==> src/rtl/router_east_sched.sv <==
// router_east_sched: programmable routing-mode schedule with per-entry transfer
// counts and a round-robin source grant for the east-edge mesh router.
module router_east_sched #(
  parameter int         DATA_WIDTH  = 16,
  parameter int         NUM_ENTRIES = 8,
  parameter int         CNT_WIDTH   = 8,
  parameter logic [3:0] IDLE_MODE   = 4'd4
) (
  input  logic                           clk,
  input  logic                           rst,
  input  logic                           cfg_we,
  input  logic [$clog2(NUM_ENTRIES)-1:0] cfg_addr,
  input  logic [3:0]                     cfg_mode,
  input  logic [CNT_WIDTH-1:0]           cfg_count,
  input  logic [$clog2(NUM_ENTRIES):0]   cfg_len,
  input  logic                           start,
  input  logic [3:0]                     req_i,
  output logic [3:0]                     gnt_o,
  output logic                           xfer_o,
  output logic [3:0]                     router_mode_o,
  output logic                           busy_o,
  output logic                           done_o,
  output logic                           cfg_err_o
);
  localparam int            AW       = $clog2(NUM_ENTRIES);
  localparam int            LW       = AW + 1;
  localparam logic [LW-1:0] LEN_MAX  = LW'(NUM_ENTRIES);
  localparam logic [3:0]    MODE_MAX = 4'd10;

  if ((NUM_ENTRIES < 2) || ((NUM_ENTRIES & (NUM_ENTRIES - 1)) != 0) || (DATA_WIDTH < 1))
  begin : g_param_check
    $error("router_east_sched: NUM_ENTRIES must be a power of two >= 2");
  end

  typedef enum logic [1:0] {
    S_IDLE = 2'd0,
    S_RUN  = 2'd1,
    S_DONE = 2'd2
  } state_e;

  state_e               state_r, state_nxt_s;
  logic [3:0]           mode_tbl_r  [NUM_ENTRIES];
  logic [CNT_WIDTH-1:0] count_tbl_r [NUM_ENTRIES];
  logic [LW-1:0]        len_r, len_nxt_s;
  logic [AW-1:0]        idx_r, idx_nxt_s, idx_inc_s;
  logic [CNT_WIDTH-1:0] remaining_r, remaining_nxt_s, rem_after_s;
  logic [1:0]           rr_ptr_r, rr_ptr_nxt_s;
  logic [3:0]           mode_out_r, mode_out_nxt_s;
  logic                 cfg_err_r, cfg_err_nxt_s;
  logic                 busy_r, busy_nxt_s;
  logic                 done_r, done_nxt_s;
  logic                 wr_ok_s, wr_bad_s, run_ok_s, grant_s, last_entry_s;
  logic [3:0]           first_mode_s, gnt_s;
  logic [CNT_WIDTH-1:0] first_count_s;

  assign wr_ok_s   = cfg_we && (state_r == S_IDLE) && (cfg_mode <= MODE_MAX);
  assign wr_bad_s  = cfg_we && !wr_ok_s;
  assign run_ok_s  = (state_r == S_RUN) && (remaining_r != {CNT_WIDTH{1'b0}});
  assign idx_inc_s = idx_r + {{(AW-1){1'b0}}, 1'b1};
  assign last_entry_s = ({1'b0, idx_r} == (len_r - {{AW{1'b0}}, 1'b1}));

  // A write in the same cycle as start must be visible to the first entry load.
  assign first_mode_s  = (wr_ok_s && (cfg_addr == {AW{1'b0}})) ? cfg_mode  : mode_tbl_r[0];
  assign first_count_s = (wr_ok_s && (cfg_addr == {AW{1'b0}})) ? cfg_count : count_tbl_r[0];

  // Schedule table: cleared on reset, written only by legal idle-state writes.
  always_ff @(posedge clk) begin
    if (rst) begin
      for (int i = 0; i < NUM_ENTRIES; i++) begin
        mode_tbl_r[i]  <= 4'd0;
        count_tbl_r[i] <= {CNT_WIDTH{1'b0}};
      end
    end else if (wr_ok_s) begin
      mode_tbl_r[cfg_addr]  <= cfg_mode;
      count_tbl_r[cfg_addr] <= cfg_count;
    end else begin
      mode_tbl_r  <= mode_tbl_r;
      count_tbl_r <= count_tbl_r;
    end
  end

  // Round-robin pick starting at rr_ptr, only while the entry has transfers left.
  always_comb begin
    logic [1:0] pos;
    logic       found;
    logic       take;
    gnt_s        = 4'b0000;
    rr_ptr_nxt_s = rr_ptr_r;
    pos          = rr_ptr_r;
    found        = 1'b0;
    take         = 1'b0;
    for (int k = 0; k < 4; k++) begin
      pos          = rr_ptr_r + k[1:0];
      take         = run_ok_s & ~found & req_i[pos];
      gnt_s[pos]   = take;
      rr_ptr_nxt_s = take ? (pos + 2'd1) : rr_ptr_nxt_s;
      found        = found | req_i[pos];
    end
  end

  assign grant_s = |gnt_s;

  // Schedule sequencing: entry loading, transfer accounting and state transitions.
  always_comb begin
    state_nxt_s     = state_r;
    len_nxt_s       = len_r;
    idx_nxt_s       = idx_r;
    remaining_nxt_s = remaining_r;
    mode_out_nxt_s  = mode_out_r;
    busy_nxt_s      = 1'b0;
    done_nxt_s      = 1'b0;
    cfg_err_nxt_s   = cfg_err_r | wr_bad_s;
    rem_after_s     = remaining_r - {{(CNT_WIDTH-1){1'b0}}, grant_s};
    case (state_r)
      S_IDLE: begin
        if (start) begin
          cfg_err_nxt_s = 1'b0;
          idx_nxt_s     = {AW{1'b0}};
          len_nxt_s     = (cfg_len > LEN_MAX) ? LEN_MAX : cfg_len;
          if (cfg_len == {LW{1'b0}}) begin
            state_nxt_s    = S_DONE;
            done_nxt_s     = 1'b1;
            mode_out_nxt_s = IDLE_MODE;
          end else begin
            state_nxt_s     = S_RUN;
            busy_nxt_s      = 1'b1;
            mode_out_nxt_s  = first_mode_s;
            remaining_nxt_s = first_count_s;
          end
        end else begin
          state_nxt_s = S_IDLE;
        end
      end
      S_RUN: begin
        // Entry ends when nothing is left, including entries loaded with count 0.
        if (rem_after_s == {CNT_WIDTH{1'b0}}) begin
          remaining_nxt_s = {CNT_WIDTH{1'b0}};
          if (last_entry_s) begin
            state_nxt_s    = S_DONE;
            done_nxt_s     = 1'b1;
            mode_out_nxt_s = IDLE_MODE;
          end else begin
            state_nxt_s     = S_RUN;
            busy_nxt_s      = 1'b1;
            idx_nxt_s       = idx_inc_s;
            mode_out_nxt_s  = mode_tbl_r[idx_inc_s];
            remaining_nxt_s = count_tbl_r[idx_inc_s];
          end
        end else begin
          state_nxt_s     = S_RUN;
          busy_nxt_s      = 1'b1;
          remaining_nxt_s = rem_after_s;
        end
      end
      S_DONE: begin
        state_nxt_s    = S_IDLE;
        mode_out_nxt_s = IDLE_MODE;
      end
      default: begin
        state_nxt_s    = S_IDLE;
        mode_out_nxt_s = IDLE_MODE;
      end
    endcase
  end

  // Control state and registered outputs.
  always_ff @(posedge clk) begin
    if (rst) begin
      state_r     <= S_IDLE;
      len_r       <= {LW{1'b0}};
      idx_r       <= {AW{1'b0}};
      remaining_r <= {CNT_WIDTH{1'b0}};
      rr_ptr_r    <= 2'd0;
      mode_out_r  <= IDLE_MODE;
      cfg_err_r   <= 1'b0;
      busy_r      <= 1'b0;
      done_r      <= 1'b0;
    end else begin
      state_r     <= state_nxt_s;
      len_r       <= len_nxt_s;
      idx_r       <= idx_nxt_s;
      remaining_r <= remaining_nxt_s;
      rr_ptr_r    <= rr_ptr_nxt_s;
      mode_out_r  <= mode_out_nxt_s;
      cfg_err_r   <= cfg_err_nxt_s;
      busy_r      <= busy_nxt_s;
      done_r      <= done_nxt_s;
    end
  end

  assign gnt_o         = gnt_s;
  assign xfer_o        = grant_s;
  assign router_mode_o = mode_out_r;
  assign busy_o        = busy_r;
  assign done_o        = done_r;
  assign cfg_err_o     = cfg_err_r;

endmodule

==> config.mk <==
export PLATFORM = sky130hd
export DESIGN_NAME = router_east_sched
export DESIGN_NICKNAME = d
export VERILOG_FILES = /design/src/rtl/router_east_sched.sv
export SDC_FILE = /design/constraint.sdc
export NUM_CORES = 1
export LEC_CHECK = 0
export CAP_MARGIN = 20
export CORE_MARGIN = 1.5
export CORE_UTILIZATION = 30
export DETAILED_ROUTE_END_ITERATION = 8
export PLACE_DENSITY_LB_ADDON = 0.05
export REMOVE_ABC_BUFFERS = 1
export SLEW_MARGIN = 15
export SYNTH_ARGS = -nofsm -noshare
export SYNTH_HDL_FRONTEND = slang
export SYNTH_SLANG_ARGS = --single-unit
export TNS_END_PERCENT = 5
==> constraint.sdc <==
create_clock -name clk -period 10 [get_ports clk]
set_input_delay 2.5 -clock clk [delete_from_list [all_inputs] [get_ports clk]]
set_output_delay 2.5 -clock clk [all_outputs]
set_load 0.05 [all_outputs]
==> metrics, run 1 <==
area of the die 20,990 um^2; area used by multi-input combinational logic 3390 um^2; root buf cell sky130_fd_sc_hd__clkbuf_16; CTS buffer count 17; area taken by flip-flops and latches roughly 2400 um^2; element type at the critical path start primary input; global-route total usage across every layer 0.1680; first-pass GRT wire length 26,120 um; number of vias per cell after detailed routing between 5 and 6; Worst EP required between 7 and 8 ns; clock period minus final worst setup slack 8.224 ns; dominant cell by count in the synthesized netlist sky130_fd_sc_hd__dfxtp_1; routability cong. about 0.8; register bit total from synthesis 120; pin count of the biggest net entering global routing 75; busiest grt layer met2; Worst Reg2Reg Path Length in Cells 15; clock-pin slew on the worst setup and hold paths roughly 0.05 ns; CTS tree built; diodes inserted 0; number of buffers inserted to repair setup after CTS 0; number of max-slew violations in the final report 0; initial core utilization 0.3082; Mean Syn Cell Area 9.787 um^2; EDFF count, synth 0; via count approximately 4,600; detailed-placement wirelength estimate 10,800 um; launching instance or port of the critical path req_i[3]; status complete, no violations; sinks on the clock net 120; setup repair after global routing missed its margin false; core box area just under 20,000 um^2; Die Span Y between 100 and 150 um; met2 layer usage reported by global route 0.2794; total length of routed wires 16,680 um; die width 144.9 um; post-cts sizing count 0; via count of the first global-routing pass 4,483; Lkg Pwr 2.901 nW; number of nets in the layout 674; FFs w/ async S/R, synth 0; achievable frequency ~120 MHz; crit path DAT 5.72 ns; total negative slack 0 ns; Remaining DRCs 0; Hold Startpoint count_tbl_r[50]$_SDFFE_PP0P_; met3 GRT Util 0.03620; total iterations of the first detailed-routing run 6; final hold slack between 0.4 and 0.5 ns; clock latency of the later-clocked register in the worst-skew pair 0.41 ns; part of the Yosys area used for sequential elements 0.3978; maximum ir drop on the vdd rail 0.1110 mV; post-route clock skew 0.007282 ns; number of input and output port buffers inserted 38; Top Ports 39; Area growth syn-to-layout 20.95%; hold buffers post-CTS 0; Longest Clk Path Bufs 2; end of the worst register-to-register path remaining_r[3]$_SDFFE_PP0P_; leading area contributor after synthesis sky130_fd_sc_hd__dfxtp_1; count of different cell masters after synthesis between 50 and 60; fraction of layout cells with a size suffix above 1 0.1325; final hold violation count 0; Yosys warning total 0; filler cell count in the final layout ~2,000; grt met1 use 0.2200; summed instance area of the synthesized netlist 6038 um^2; detail-routed net length per standard cell roughly 18 um; total setup violations reported at the end of the flow 0; area share of the largest cell type after synthesis 0.3978; leading post-synthesis cells by instance count 120 x sky130_fd_sc_hd__dfxtp_1, 117 x sky130_fd_sc_hd__nor2_1, 98 x sky130_fd_sc_hd__mux2i_1, 34 x sky130_fd_sc_hd__clkbuf_1; type of element capturing the critical path output pin; Post-synth top flop sky130_fd_sc_hd__dfxtp_1; setup slack, reg-to-reg 4.67 ns; leading cell types by total area after synthesis sky130_fd_sc_hd__dfxtp_1 40%, sky130_fd_sc_hd__mux2i_1 16%, sky130_fd_sc_hd__mux4_2 9.3%; crit path max fanout 6; antenna violations before repair 0; Post-Syn Instances 617; startpoint of the worst register-to-register path rr_ptr_r[0]$_SDFFE_PP0P_; Hold Crit Class reg -> reg; Tightest Pin Transition 1.049 ns; Overflow after GRT 0; Tcrit/Tclk final 0.8224; post-detailed-route count of antenna-violating nets 0; CTS H-tree depth 4; Max transition margin 0.2985; DRC violation total after the first TritonRoute iteration around 260; crit path kind in -> out; end point of the critical path xfer_o; number of cell rows 51; max-capacitance violation count 0; power density relative to cell area about 200 nW/um^2
worst max-delay path: stages:
cell	delay (ns)
sky130_fd_sc_hd__clkdlybuf4s50_1	0.44
sky130_fd_sc_hd__mux4_2	0.59
sky130_fd_sc_hd__a211oi_4	0.29
sky130_fd_sc_hd__or3b_4	0.46
sky130_fd_sc_hd__a221o_1	0.36
sky130_fd_sc_hd__o21ai_1	0.10
sky130_fd_sc_hd__or4_1	0.17
sky130_fd_sc_hd__clkdlybuf4s50_1	0.81
flip-flops by register name, indices dropped and copies added (netlist names):
name           count
busy_o             1
cfg_err_o          1
count_tbl_r       64
idx_r              3
len_r              4
mode_tbl_r        32
remaining_r        8
router_mode_o      4
rr_ptr_r           2
state_r            1
placed cells by master, fill, tap and decap left out, types with 8 or more instances in the layout:
| cell | instances |
|---|---|
| sky130_fd_sc_hd__a211oi_1 | 8 |
| sky130_fd_sc_hd__a21oi_1 | 25 |
| sky130_fd_sc_hd__buf_4 | 12 |
| sky130_fd_sc_hd__clkbuf_16 | 17 |
| sky130_fd_sc_hd__clkdlybuf4s50_1 | 37 |
| sky130_fd_sc_hd__dfxtp_1 | 119 |
| sky130_fd_sc_hd__ha_1 | 10 |
| sky130_fd_sc_hd__inv_1 | 16 |
| sky130_fd_sc_hd__mux2i_1 | 98 |
| sky130_fd_sc_hd__mux4_2 | 25 |
| sky130_fd_sc_hd__nand2_1 | 20 |
| sky130_fd_sc_hd__nand3_1 | 16 |
| sky130_fd_sc_hd__nor2_1 | 117 |
| sky130_fd_sc_hd__nor3_1 | 12 |
metal layers:
metal | vias to the layer above | wire length (um)
li1 | 2248 | -
met1 | 2305 | 8136
met2 | 85 | 7915
met3 | 8 | 493
met4 | 0 | 134
met5 | - | 0
worst min path at each step:
| stage | slack (ns) | end | cells after the start |
|---|---|---|---|
| after floorplan | 0.43 | count_tbl_r[50]$_SDFFE_PP0P_ | 2 |
| after global placement | 0.44 | mode_tbl_r[26]$_SDFFE_PP0P_ | 2 |
| after detailed placement | 0.45 | mode_tbl_r[27]$_SDFFE_PP0P_ | 2 |
| after CTS | 0.46 | mode_tbl_r[27]$_SDFFE_PP0P_ | 2 |
| after global routing | 0.47 | mode_tbl_r[27]$_SDFFE_PP0P_ | 2 |
| final | 0.46 | count_tbl_r[50]$_SDFFE_PP0P_ | 2 |
stage by stage:
stage	std cells	utilization	setup slack, ns	power [mW]	area (um^2)
2_1_floorplan	568	-	2.408	0.7266	5833
4_1_cts	914	0.3728	1.772	1.511	7303
3_3_place_gp	882	0.3392	1.869	0.8260	6645
5_1_grt	914	0.3728	1.631	1.563	7303
3_5_place_dp	882	0.3392	1.771	0.8301	6645
6_report	914	0.3728	1.776	1.492	7303
cell families after synthesis:
logic type | Yosys count | synth area share
xor gates and xnor gates | 10 | 0.01450
adders and majority gates | 11 | 0.02279
and+or+nand+nor | 205 | 0.1575
buffers and inverters | 65 | 0.04393
AOI/OAI and AO/OA | 74 | 0.08599
muxes | 132 | 0.2775
DFF | 120 | 0.3978
area by class of cell:
class                           instances  share of cell area
Sequential cell                       120              0.3291
Clock buffer                           22             0.06767
Tap cell                              265             0.04540
Clock inverter                         10             0.02244
Inverter                               16            0.008223
Multi-Input combinational cell        432              0.4641
Timing Repair Buffer                   49             0.06305
power breakdown:
| part | internal (mW) | switching (mW) |
|---|---|---|
| clock | 0.451 | 0.224 |
| sequential | 0.495 | 0.0189 |
| combinational | 0.119 | 0.185 |
(Power assumes the default switching activity.)
==> run 2: changes to the inputs <==
Clock period 10 ns to 7.65 ns, I/O delays scaled along.
==> run 2 against run 1 <==
  * Worst setup slack got worse by 1.2 ns
  * Sequential cell count unchanged
  * Clock skew increased by 0.0013 ns
  * Largest power group unchanged
  * Clock power increased by 9.0%
  * Final area decreased by 1.4%
  * Register-to-register slack got worse by 2.4 ns
  * Cell count increased by 0.22%
  * Largest cell class unchanged
  * Highest routed layer unchanged
  * Combinational power increased by 31%
  * Worst hold slack improved by 0.0018 ns
  * Sequential share of layout area increased by 0.46 points
  * Utilization decreased by 0.51 points
==> metrics, run 2 (synthesis gave the netlist of run 1 again) <==
total negative slack 0 ns (unchanged); type of element capturing the critical path output pin (unchanged); commonest cells after routing, fill and taps aside 119 x sky130_fd_sc_hd__dfxtp_1, 117 x sky130_fd_sc_hd__nor2_1, 98 x sky130_fd_sc_hd__mux2i_1 (unchanged); Remaining DRCs 0 (unchanged); maximum ir drop on the vdd rail 0.1341 mV (was 0.1110 mV); DRC violation total after the first TritonRoute iteration 351 (was 255); post-route clock skew 0.008544 ns (was 0.007282 ns); crit path DAT 5.16 ns (was 5.72 ns); number of vias per cell after detailed routing 5.025 (was 5.083); Tcrit/Tclk final 0.9240; filler cell count in the final layout 1,982 (was 1,962); via count of the first global-routing pass 4,628 (was 4,483); diodes inserted 0 (unchanged); achievable frequency 141.5 MHz; setup repair after global routing missed its margin false (unchanged); Worst EP required 5.74 ns (was 7.50 ns); detail-routed net length per standard cell 18.21 um (was 18.25 um); area used by multi-input combinational logic 3387 um^2 (was 3390 um^2); routability cong. 0.7906 (was 0.8110); Die Span Y 144.9 um (unchanged); total iterations of the first detailed-routing run 5 (was 6); CTS tree built (unchanged); Top Ports 39 (unchanged); number of flip-flops in the largest register 64 (unchanged); final hold violation count 0 (unchanged); Area growth syn-to-layout 19.29% (was 20.95%); number of cell rows 51 (unchanged); Hold Crit Class reg -> reg (unchanged); total power consumption of the routed design 1.807 mW (was 1.492 mW); global-route total usage across every layer 0.1711 (was 0.1680); clock period minus final worst setup slack slightly above 7 ns; crit path max fanout 6 (unchanged); hold buffers post-CTS 0 (unchanged); register bank with the most flops count_tbl_r (unchanged); power density relative to cell area 250.8 nW/um^2 (was 204.3 nW/um^2); total setup violations reported at the end of the flow 0 (unchanged); fraction of layout cells with a size suffix above 1 0.1260 (was 0.1325); total length of routed wires 16,680 um (about the same); post-cts sizing count 0 (unchanged); clock latency of the later-clocked register in the worst-skew pair 0.41 ns (about the same); Lkg Pwr 2.860 nW (was 2.901 nW); setup slack, reg-to-reg 2.31 ns (was 4.67 ns); pin count of the biggest net entering global routing 73 (was 75); clock-pin slew on the worst setup and hold paths 0.05 ns (about the same); number of input and output port buffers inserted 38 (unchanged); area taken by flip-flops and latches 2404 um^2 (unchanged); post-detailed-route count of antenna-violating nets 0 (unchanged); status complete, no violations (unchanged); crit path kind in -> out (unchanged); sinks on the clock net 120 (unchanged); CTS H-tree depth 4 (unchanged); number of buffers inserted to repair setup after CTS 0 (unchanged); area of the die 20,990 um^2 (unchanged); Max transition margin 0.4088 (was 0.2985); number of nets in the layout 676 (was 674); element type at the critical path start primary input (unchanged); CTS buffer count 17 (unchanged); initial core utilization 0.3082 (unchanged); commonest non-fill, non-tap cell in the layout sky130_fd_sc_hd__dfxtp_1 (unchanged); Overflow after GRT 0 (unchanged); Longest Clk Path Bufs 2 (unchanged); first-pass GRT wire length 26,650 um (was 26,120 um); die width 144.9 um (unchanged); root buf cell sky130_fd_sc_hd__clkbuf_16 (unchanged); biggest registers after layout count_tbl_r: 64 flops, mode_tbl_r: 32 flops, remaining_r: 8 flops (unchanged); number of max-slew violations in the final report 0 (unchanged); core box area 19,590 um^2 (unchanged); antenna violations before repair 0 (unchanged); via count 4,603 (was 4,646); max-capacitance violation count 0 (unchanged); Tightest Pin Transition 0.8836 ns (was 1.049 ns); detailed-placement wirelength estimate 10,760 um (was 10,800 um)
## run 2: final cells by class
class	count	share of cell area
inverter	16	0.008338
clock inverter	9	0.01060
timing repair buffer	51	0.06757
multi-input combinational	432	0.4702
clock buffer	23	0.06357
tap	265	0.04603
sequential	120	0.3337
## run 2: power by group
part	total (mW)	switching [mW]	internal (mW)
registers	0.672	0.0250	0.647
clock network	0.736	0.285	0.452
logic	0.399	0.242	0.156
## run 2: path summary, 6_finish.rpt
check / cells past startpoint / end / start
hold reg to reg: 2 / mode_tbl_r[24]$_SDFFE_PP0P_ / mode_tbl_r[24]$_SDFFE_PP0P_
setup reg to reg: 14 / remaining_r[3]$_SDFFE_PP0P_ / rr_ptr_r[0]$_SDFFE_PP0P_
setup / recovery: 8 / xfer_o / req_i[2]
hold / removal: 2 / mode_tbl_r[24]$_SDFFE_PP0P_ / mode_tbl_r[24]$_SDFFE_PP0P_
## run 2: per-stage QoR
| step | cells | setup slack [ns] | utilization | hold slack, ns | cell area (um^2) |
|---|---|---|---|---|---|
| 3_3_place_gp | 882 | 0.6969 | 0.3391 | 0.4388 | 6643 |
| 5_1_grt | 916 | 0.4410 | 0.3677 | 0.4756 | 7203 |
| 3_5_place_dp | 883 | 0.5944 | 0.3397 | 0.4528 | 6654 |
| 2_1_floorplan | 568 | 1.188 | - | 0.4274 | 5833 |
| 4_1_cts | 915 | 0.6011 | 0.3669 | 0.4610 | 7188 |
| 6_report | 916 | 0.5817 | 0.3677 | 0.4571 | 7203 |
## run 2: worst max-delay path: stages
cell	delay, ns
sky130_fd_sc_hd__clkdlybuf4s50_1	0.45
sky130_fd_sc_hd__mux4_2	0.59
sky130_fd_sc_hd__a211oi_4	0.30
sky130_fd_sc_hd__or3b_4	0.46
sky130_fd_sc_hd__a221o_1	0.36
sky130_fd_sc_hd__o21ai_1	0.10
sky130_fd_sc_hd__or4_1	0.17
sky130_fd_sc_hd__clkdlybuf4s50_1	0.81
## run 2: layer usage
layer,GRT usage,part of all wire,vias to the layer above
met3,0.03488,0.026,13
met1,0.2203,0.48,2271
met4,0.04466,0.0089,0
met5,0,0,-
li1,-,-,2255
met2,0.2915,0.49,64
